--- config.mk ---
export PLATFORM = sky130hd
export DESIGN_NAME = branch_predictor
export DESIGN_NICKNAME = d
export VERILOG_FILES = /design/src/rtl/bp_pkg.sv /design/src/rtl/branch_predictor_btb.sv /design/src/rtl/branch_predictor.sv
export SDC_FILE = /design/constraint.sdc
export NUM_CORES = 1
export LEC_CHECK = 0
export CAP_MARGIN = 20
export CORE_MARGIN = 2
export CORE_UTILIZATION = 30
export CTS_CLUSTER_DIAMETER = 150
export DETAILED_ROUTE_END_ITERATION = 7
export PLACE_DENSITY = 0.47
export SYNTH_ARGS = -nofsm -noshare
export SYNTH_HDL_FRONTEND = slang
export SYNTH_HIERARCHICAL = 1
export SYNTH_SLANG_ARGS = --single-unit
--- constraint.sdc ---
create_clock -name clk -period 9.55 [get_ports clk]
set_clock_uncertainty 0.1 [all_clocks]
set_input_delay 1.91 -clock clk [delete_from_list [all_inputs] [get_ports clk]]
set_output_delay 1.91 -clock clk [all_outputs]
set_load 0.05 [all_outputs]
--- src/rtl/bp_pkg.sv ---
// Shared constants and the 2-bit saturating counter helper for the branch predictor.
package bp_pkg;

    localparam logic [1:0] SNT = 2'b00;
    localparam logic [1:0] WNT = 2'b01;
    localparam logic [1:0] WT  = 2'b10;
    localparam logic [1:0] ST  = 2'b11;

    localparam logic [6:0] OPC_BRANCH = 7'b1100011;
    localparam logic [1:0] JUMP_JALR  = 2'b11;

    // Saturating step of a 2-bit direction counter.
    function automatic logic [1:0] ctr_next(input logic [1:0] c, input logic taken);
        if (taken) return (c == ST)  ? ST  : c + 2'd1;
        else       return (c == SNT) ? SNT : c - 2'd1;
    endfunction

endpackage

--- src/rtl/branch_predictor_btb.sv ---
// Direct-mapped tagged branch target buffer: async read/tag compare, one write port.
module btb
    import bp_pkg::*;
#(
    parameter int IDX_BITS = 4
) (
    input  logic        clk,
    input  logic        reset,
    input  logic [31:2] rd_pc_i,
    output logic        rd_hit_o,
    output logic        rd_jump_o,
    output logic [31:0] rd_target_o,
    input  logic        wr_en_i,
    input  logic [31:2] wr_pc_i,
    input  logic [31:0] wr_target_i,
    input  logic        wr_jump_i
);

    localparam int TAG_W   = 30 - IDX_BITS;
    localparam int ENTRIES = 1 << IDX_BITS;

    logic [ENTRIES-1:0] valid_q, valid_d;
    logic [TAG_W-1:0]   tag_q    [ENTRIES];
    logic [31:0]        target_q [ENTRIES];
    logic               jump_q   [ENTRIES];

    logic [IDX_BITS-1:0] rd_idx, wr_idx;
    logic [TAG_W-1:0]    rd_tag, wr_tag;

    assign rd_idx = rd_pc_i[IDX_BITS+1:2];
    assign rd_tag = rd_pc_i[31:IDX_BITS+2];
    assign wr_idx = wr_pc_i[IDX_BITS+1:2];
    assign wr_tag = wr_pc_i[31:IDX_BITS+2];

    // Lookup reads registered state only, so a same-cycle write is not visible yet.
    always_comb begin
        rd_hit_o    = valid_q[rd_idx] && (tag_q[rd_idx] == rd_tag);
        rd_jump_o   = jump_q[rd_idx];
        rd_target_o = target_q[rd_idx];
    end

    // A write always allocates; any previous owner of the slot is simply replaced.
    always_comb begin
        valid_d = valid_q;
        if (wr_en_i) valid_d[wr_idx] = 1'b1;
    end

    // Valid bits are the only state that needs clearing on reset.
    always_ff @(posedge clk) begin
        if (reset) valid_q <= '0;
        else       valid_q <= valid_d;
    end

    // Payload storage; stale contents are masked by the valid bit.
    always_ff @(posedge clk) begin
        if (wr_en_i) begin
            tag_q[wr_idx]    <= wr_tag;
            target_q[wr_idx] <= wr_target_i;
            jump_q[wr_idx]   <= wr_jump_i;
        end
    end

endmodule

--- src/rtl/branch_predictor.sv ---
// gshare branch predictor: GHR ^ PC indexes 2-bit counters, plus a tagged BTB.
// Prediction is combinational; training happens at MEM resolution.
module branch_predictor
    import bp_pkg::*;
#(
    parameter int BTB_IDX_BITS = 4,
    parameter int GHR_BITS     = 5
) (
    input  logic                clk,
    input  logic                reset,
    input  logic [31:0]         if_pc,
    output logic                pred_hit,
    output logic                pred_dir,
    output logic [31:0]         pred_next_pc,
    output logic [GHR_BITS-1:0] pred_bht_idx,
    input  logic                upd_valid,
    input  logic [31:0]         upd_pc,
    input  logic                upd_is_branch,
    input  logic [1:0]          upd_jump,
    input  logic                upd_taken,
    input  logic [31:0]         upd_target,
    input  logic [GHR_BITS-1:0] upd_bht_idx
);

    localparam int BHT_N = 1 << GHR_BITS;

    logic [BHT_N-1:0][1:0]  bht_q, bht_d;
    logic [GHR_BITS-1:0]    ghr_q, ghr_d;

    logic        btb_hit, btb_jump;
    logic [31:0] btb_target;
    logic        jmp_upd, br_upd, btb_wr;

    // jal and jalr train identically (jalr simply overwrites the target), and
    // PCs are word aligned, so these bits carry no information here.
    logic unused_ok;
    assign unused_ok = ^{upd_jump[0], upd_pc[1:0]};

    // A jump code wins over the branch flag if both were ever set together.
    assign jmp_upd = upd_valid && upd_jump[1];
    assign br_upd  = upd_valid && upd_is_branch && !upd_jump[1];
    assign btb_wr  = jmp_upd || (br_upd && upd_taken);

    btb #(.IDX_BITS(BTB_IDX_BITS)) u_btb (
        .clk         (clk),
        .reset       (reset),
        .rd_pc_i     (if_pc[31:2]),
        .rd_hit_o    (btb_hit),
        .rd_jump_o   (btb_jump),
        .rd_target_o (btb_target),
        .wr_en_i     (btb_wr),
        .wr_pc_i     (upd_pc[31:2]),
        .wr_target_i (upd_target),
        .wr_jump_i   (jmp_upd)
    );

    // IF-stage prediction from current (pre-update) state.
    always_comb begin
        pred_bht_idx = ghr_q ^ if_pc[GHR_BITS+1:2];
        pred_hit     = btb_hit;
        pred_dir     = (btb_hit && btb_jump) || bht_q[pred_bht_idx][1];
        pred_next_pc = (pred_hit && pred_dir) ? btb_target : if_pc + 32'd4;
    end

    // Only resolved conditional branches move the counters and the history.
    always_comb begin
        bht_d = bht_q;
        ghr_d = ghr_q;
        if (br_upd) begin
            bht_d[upd_bht_idx] = ctr_next(bht_q[upd_bht_idx], upd_taken);
            ghr_d              = {ghr_q[GHR_BITS-2:0], upd_taken};
        end
    end

    // Reset to weakly not-taken with empty history; reset beats any update.
    always_ff @(posedge clk) begin
        if (reset) begin
            bht_q <= {BHT_N{WNT}};
            ghr_q <= '0;
        end else begin
            bht_q <= bht_d;
            ghr_q <= ghr_d;
        end
    end

endmodule

After elaboration in Yosys (flattened, before gate mapping):

Memories as Yosys holds them, arrays and structs flattened.
Index checks and enable logic that the tools add are counted.
W data, S select, Z words.

* memories: 3
* bits in writable memories: 944
* input bits: 108
* flip-flop bits (word level): 85
* output and inout port bits: 39

* bitwise operators: 2
* reductions and logical operators: 13
* mux-type cells: 18
* eq/ne operators: 2
* magnitude comparators: 6
* $add $sub $neg: 3

Memory list
* u_btb.target_q: depth 16, width 32, read ports 1, clocked after memory_dff 0, write ports 1, line branch_predictor_btb.sv:24 `logic [31:0] target_q [ENTRIES];`
* u_btb.tag_q: depth 16, width 26, read ports 1, clocked after memory_dff 0, write ports 1, line branch_predictor_btb.sv:23 `logic [TAG_W-1:0] tag_q [ENTRIES];`
* u_btb.jump_q: depth 16, width 1, read ports 1, clocked after memory_dff 0, write ports 1, line branch_predictor_btb.sv:25 `logic jump_q [ENTRIES];`

Operators by type and width (number)
* $bwmux W64: 1
* $add A32 B3 Y32 const B: 1
* $mux W32: 1
* $eq A26 B26 Y1: 1
* $bmux W2 S5: 2
* $or A16 B16 Y16: 1
* $mux W2: 7
* $lt A5 B6 Y1 const B: 2
* $demux W2 S5: 1
* $lt A4 B5 Y1 const B: 2
* $logic_and A1 B1 Y1: 9
* $ge A5 B1 Y1 const B: 1
* $xor A5 B5 Y5: 1
* $bmux W1 S4: 1
* $demux W1 S4: 1
* $ge A4 B1 Y1 const B: 1
* $mux W1: 4
* $add A2 B1 Y2 const B: 1
* $eq A2 B2 Y1 const B: 1
* $logic_not A2 Y1: 1
* $logic_or A1 B1 Y1: 2
* $sub A2 B1 Y2 const B: 1
* $logic_not A1 Y1: 1

Longest topological paths before layout:

* depth in word-level cells: 7
* mapped depth: 15

Hierarchy:

The synthesis kept the hierarchy.

By module, submodules not included
* btb: instances 1, sequential area each 28667.5 µm², area an instance 37248.2 µm², cells an instance 1654
* branch_predictor: instances 1, sequential area each 1381.3 µm², area an instance 4573.1 µm², cells an instance 551

Least setup slack after synthesis:

No wires, ideal clock.

* path kind: input -> output
* start: input port if_pc[2]
* end: output port pred_next_pc[2]
* stages on the path: 11
* data required time: 7.540 ns
* slack: 1.197 ns
* arrival: 6.343 ns
* cells stage by stage: buf_6 > buf_12 > mux4_1 > xnor2_1 > a2111oi_1 > a211oi_1 > or4_1 > nor4_2 > o31ai_4 > buf_6 > mux2i_1

* cells in the longest elaborated chain, start to end: 7
* elaborated cells between the ends (all ways): 15
* those cells by class: add/sub (1); eq/ne (1); mux (5); bitwise (1); reduce/logical (4); memory (3)

Ends and longest elaborated chain
* from (decl): line branch_predictor.sv:11 `input logic [31:0] if_pc,`
* $mem_v2 Z16 W26 / $bmux W1 S4 (equally long branches)
* $eq A26 B26 Y1 / $mux W1 (equally long branches): line branch_predictor_btb.sv:37 `rd_hit_o = valid_q[rd_idx] && (tag_q[rd_idx] == rd_tag);`
* $logic_and A1 B1 Y1 *: line branch_predictor_btb.sv:37
* via pred_hit: line branch_predictor.sv:12 `output logic pred_hit,`
* $logic_and A1 B1 Y1: line branch_predictor.sv:61 `pred_dir = (btb_hit && btb_jump) || bht_q[pred_bht_idx][1];`
* $logic_or A1 B1 Y1: line branch_predictor.sv:61
* $logic_and A1 B1 Y1 *: line branch_predictor.sv:62 `pred_next_pc = (pred_hit && pred_dir) ? btb_target : if_pc + 32'd4;`
* $mux W32 *: line branch_predictor.sv:62
* to (decl): line branch_predictor.sv:14 `output logic [31:0] pred_next_pc,`

Mark *: on every way through the listed nets, which the timed path passes. The rest lies on a longest branch. The select of a mux whose other input is x is not followed.

Final worst setup path:

* start: input port if_pc[2]
* end: output port pred_next_pc[26]

* cells in the longest elaborated chain, start to end: 7
* elaborated cells between the ends (all ways): 15
* those cells by class: add/sub (1); eq/ne (1); mux (5); bitwise (1); reduce/logical (4); memory (3)

Ends and longest elaborated chain (line)
* $mem_v2 Z16 W26 / $bmux W1 S4 (equally long branches)
* $eq A26 B26 Y1 / $mux W1 (equally long branches): branch_predictor_btb.sv:37
* $logic_and A1 B1 Y1: branch_predictor_btb.sv:37
* $logic_and A1 B1 Y1: branch_predictor.sv:61
* $logic_or A1 B1 Y1: branch_predictor.sv:61
* $logic_and A1 B1 Y1: branch_predictor.sv:62
* $mux W32 *: branch_predictor.sv:62

Every way passes the cells marked *; elsewhere a longest branch is shown, timed or not. The select of a mux whose other input is x is not followed.

==> flow_summary.yaml <==
run_status:
  outcome: "complete, no violations"
place:
  numPortBuffers: 143
  place_congestion: 0.770
  post-dp-hpwl_mm: 68.5
drt:
  post-route-drc-count: 0
  routed_wl_mm: 119
  routed_wire_length_per_instance_um: 27.1
  wl_met1_mm: 51.2
  drt_pre_antenna_iters: 5
  antenna_left: 0
  routed-wl-met2_mm: 59.1
  highest_layer: "met5"
  dr_wl_met3_mm: 5.87
  route.vias.total: 22053
  post_drt_via_cell_ratio: 5.05
  drt_first_iter_violations: 1923
worst_setup_path:
  timing.setup.critical_path_class: "primary input to output port"
  worst_setup_path_start_kind: "primary input"
  data_required_time_at_the_worst_endpoint_ps: 7540
  cp_max_delay_cell: "sky130_fd_sc_hd__buf_4"
  worstPathBufferInverterCount: 6
  cp_data_arrival_time_ps: 6430
  critPathCaptureType: "output port"
  path_delay_family: "buffers and inverters"
  timing.critical_path.mode_cell: "sky130_fd_sc_hd__buf_4"
  worst_path_largest_cell_delay_ps: 550
  worstPathCellList: "buf_8, buf_4, mux4_1, a2bb2oi_1, nor2_1, a2111oi_1, buf_4, nand4_1, a2111o_1, nor4_2, buf_4, o31ai_4, buf_12, mux2_4, buf_12"
  worst_path_max_fanout: 47
cts:
  cts.htree.levels: 3
  clock_sink_count: 1029
  worst_setup_hold_path_clk_slew_ps: 60
  clock_root_buffer: "sky130_fd_sc_hd__clkbuf_16"
  cts-root-to-sink-buffers: 3
  cts_made_buffers: 108
  clock_tree_from_tritoncts: "done"
  resized_cells_post_cts: 0
  worst_skew_pair.late_latency_ps: 680
  postCtsSetupBuffers: 0
  cts_hold_repair.buffers: 0
layout:
  multi_input_area_sq_um: 11100
  fillerInstances: 12977
  area_growth_pct: 18.3
  post_route_cells_drive_above_1_share_pct: 23.9
  final_net_count: 2509
  area.sequential_sq_um: 30000
timing:
  final_period_minus_worst_setup_slack_ps: 8440
  finalSetupTns_ps: 0
  maxSlewHeadroom_pct: 25.3
  report.final.setup_viol: 0
  fin_crit_sh_pct: 88.3
  hold_viol: 0
  fmax_ghz: 0.119
  timing.final.max_slew_violations: 0
  rsz_0062_raised_after_global_routing: "false"
  tightest_slew_ps: 1120
synth:
  synth_flop_cell: "sky130_fd_sc_hd__edfxtp_1"
  ys_async_sr_fraction_pct: 0
  syn_avg_cell_area_sq_um: 19.0
  post-synth-top-area-fraction_pct: 67.8
  ys_top_cells_by_area: "sky130_fd_sc_hd__edfxtp_1, sky130_fd_sc_hd__mux4_2, sky130_fd_sc_hd__dfxtp_1, sky130_fd_sc_hd__mux2i_1, sky130_fd_sc_hd__nand2_1"
  ys_seq_area_share_pct: 71.9
  synth_seq_cells: 1029
  yosys.area.top_type: "sky130_fd_sc_hd__edfxtp_1"
  count_of_warnings_emitted_by_yosys: 6
  syn_area_sq_um: 41800
  synth_nets: 2314
  netlist-cell-type-count: 80
  synth_most_common_cell: "sky130_fd_sc_hd__edfxtp_1"
  postSynthCellCount: 2205
  synth.cells.most_frequent: "sky130_fd_sc_hd__edfxtp_1, sky130_fd_sc_hd__mux4_2, sky130_fd_sc_hd__nand2_1"
  synth_edf_count: 944
global_route:
  via_count_of_the_first_global_routing_pass: 23008
  gr-total-overflow: 0
  global_route_wire_length_before_repair_mm: 169
  grt_max_degree: 122
  grt_util_all_layers_pct: 16.6
  number_of_antenna_violations_at_the_first_check_in_global_routing: 19
floorplan:
  starting_density_of_the_core_pct: 30.1
  floorplan.die_area_sq_um: 142000
  num_rows: 137
  die_height_um: 377
  die_x_um: 377
  io_pins: 147
  core_sq_um: 139000
hold_path:
  hold_class: "flop to flop"
power_and_ir_drop:
  overall_power_consumption_mw: 9.82
  p_leak_nw: 15.7
  cellPowerDensity_nw_per_um2: 198
  power.share.sequential_pct: 50.9
  cell_internal_pwr_mw: 7.64
  ir_worst_vdd_v: 0.000142
  relative_contribution_of_the_clock_network_to_total_power_pct: 42.4
  power.share.combinational_pct: 6.8
  switching_power_mw: 2.18
  power_switching_share_pct: 22.2
run:
  cap_viol_max_count: 0
## power by group through the flow
| stage | Sequential, mW | Combinational (mW) | Clock [mW] |
|---|---|---|---|
| floorplan | 5.09 | 0.370 | 0 |
| global placement | 5.08 | 0.663 | 0 |
| detailed placement | 5.09 | 0.677 | 0 |
| CTS | 4.99 | 0.678 | 4.27 |
| global route | 5.00 | 0.708 | 4.43 |
| finish | 4.99 | 0.665 | 4.16 |
## worst paths after layout
path / start / endpoint / slack (ps) / depth (start not counted)
worst max register to register: bht_q[54]$_SDFFE_PP1P_ / bht_q[39]$_SDFFE_PP0P_ / 6950 / 7
worst min register to register: bht_q[56]$_SDFFE_PP1P_ / bht_q[56]$_SDFFE_PP1P_ / 360 / 2
worst max-delay path: if_pc[2] / pred_next_pc[26] / 1110 / 15
worst min-delay path: bht_q[56]$_SDFFE_PP1P_ / bht_q[56]$_SDFFE_PP1P_ / 360 / 2
## sequential cells by signal (all words and copies together) (netlist names)
signal          cells
u_btb/target_q    512
u_btb/tag_q       416
bht_q              64
u_btb/jump_q       16
u_btb/valid_q      16
ghr_q               5
## per-layer routing
metal | vias to the layer above | track usage, %
met2 | 560 | 28.1
li1 | 9416 | -
met5 | - | 0
met3 | 149 | 2.99
met1 | 11906 | 21.9
met4 | 22 | 4.18
## through the flow
step	hold slack (ps)	util, %	setup slack, ps	instances	area (sq um)
6_report	364	35.6	1110	4371	49500
5_1_grt	386	35.6	908	4369	49500
4_1_cts	366	35.6	1030	4368	49500
3_5_place_dp	350	33.1	1050	4165	45900
3_3_place_gp	345	33.0	1070	4161	45900
2_1_floorplan	332	-	1200	2205	41800
## worst register-to-register path: cells and delay by family (launching register included)
family                     cells  cell delay (ps)
AOI/OAI and AO/OA              1              320
adders and majority gates      1              640
buffers and inverters          1              270
DFF                            1              310
muxes                          1              450
and+or+nand+nor                3              350
## cells in the final DEF (no fill, tap or decap), types with 11 or more instances in the layout
master | synthesis | layout
sky130_fd_sc_hd__dfxtp_1 | 85 | 85
sky130_fd_sc_hd__xor2_1 | 19 | 19
sky130_fd_sc_hd__clkbuf_16 | 0 | 110
sky130_fd_sc_hd__nand2_1 | 119 | 119
sky130_fd_sc_hd__mux2i_1 | 82 | 82
sky130_fd_sc_hd__mux2_4 | 28 | 28
sky130_fd_sc_hd__nand4_1 | 11 | 11
sky130_fd_sc_hd__clkinv_2 | 0 | 27
sky130_fd_sc_hd__mux4_2 | 248 | 248
sky130_fd_sc_hd__buf_12 | 2 | 38
sky130_fd_sc_hd__nor2_4 | 0 | 12
sky130_fd_sc_hd__o21ai_0 | 14 | 14
sky130_fd_sc_hd__mux4_1 | 13 | 13
sky130_fd_sc_hd__a22oi_1 | 31 | 31
sky130_fd_sc_hd__buf_4 | 7 | 61
sky130_fd_sc_hd__mux2_2 | 18 | 18
sky130_fd_sc_hd__clkdlybuf4s50_1 | 0 | 103
sky130_fd_sc_hd__nor3_1 | 43 | 38
sky130_fd_sc_hd__nand3_1 | 46 | 46
sky130_fd_sc_hd__nor2_1 | 108 | 96
sky130_fd_sc_hd__xnor2_1 | 35 | 35
sky130_fd_sc_hd__clkbuf_1 | 65 | 13
sky130_fd_sc_hd__inv_1 | 21 | 21
sky130_fd_sc_hd__clkinv_1 | 2 | 31
sky130_fd_sc_hd__edfxtp_1 | 944 | 944
sky130_fd_sc_hd__a21oi_1 | 74 | 74
## cells by family (layout without fill, tap and decap cells)
family / Yosys count / in the layout / synth area share (%)
flip-flops: 1029 / 1029 / 71.9
AND/OR/NAND/NOR: 386 / 386 / 4.27
multiplexers: 389 / 389 / 17.6
AO/OA/AOI/OAI: 193 / 193 / 3.11
buffers and inverters: 150 / 438 / 1.89
adder cells (fa/ha/maj): 3 / 3 / 0.0778
other: 0 / 2 / 0
XOR/XNOR: 55 / 55 / 1.17
## cell type report
| class | count | share of cell area (%) |
|---|---|---|
| diodes | 2 | 0.0101 |
| clock buffers | 125 | 5.72 |
| clock inverters | 78 | 1.39 |
| inverters | 24 | 0.185 |
| multi-input cells | 1026 | 22.5 |
| flip-flops and latches | 1029 | 60.7 |
| well taps | 1876 | 4.74 |
| repair buffers | 211 | 4.73 |
Power figures use the tool's default switching activity.
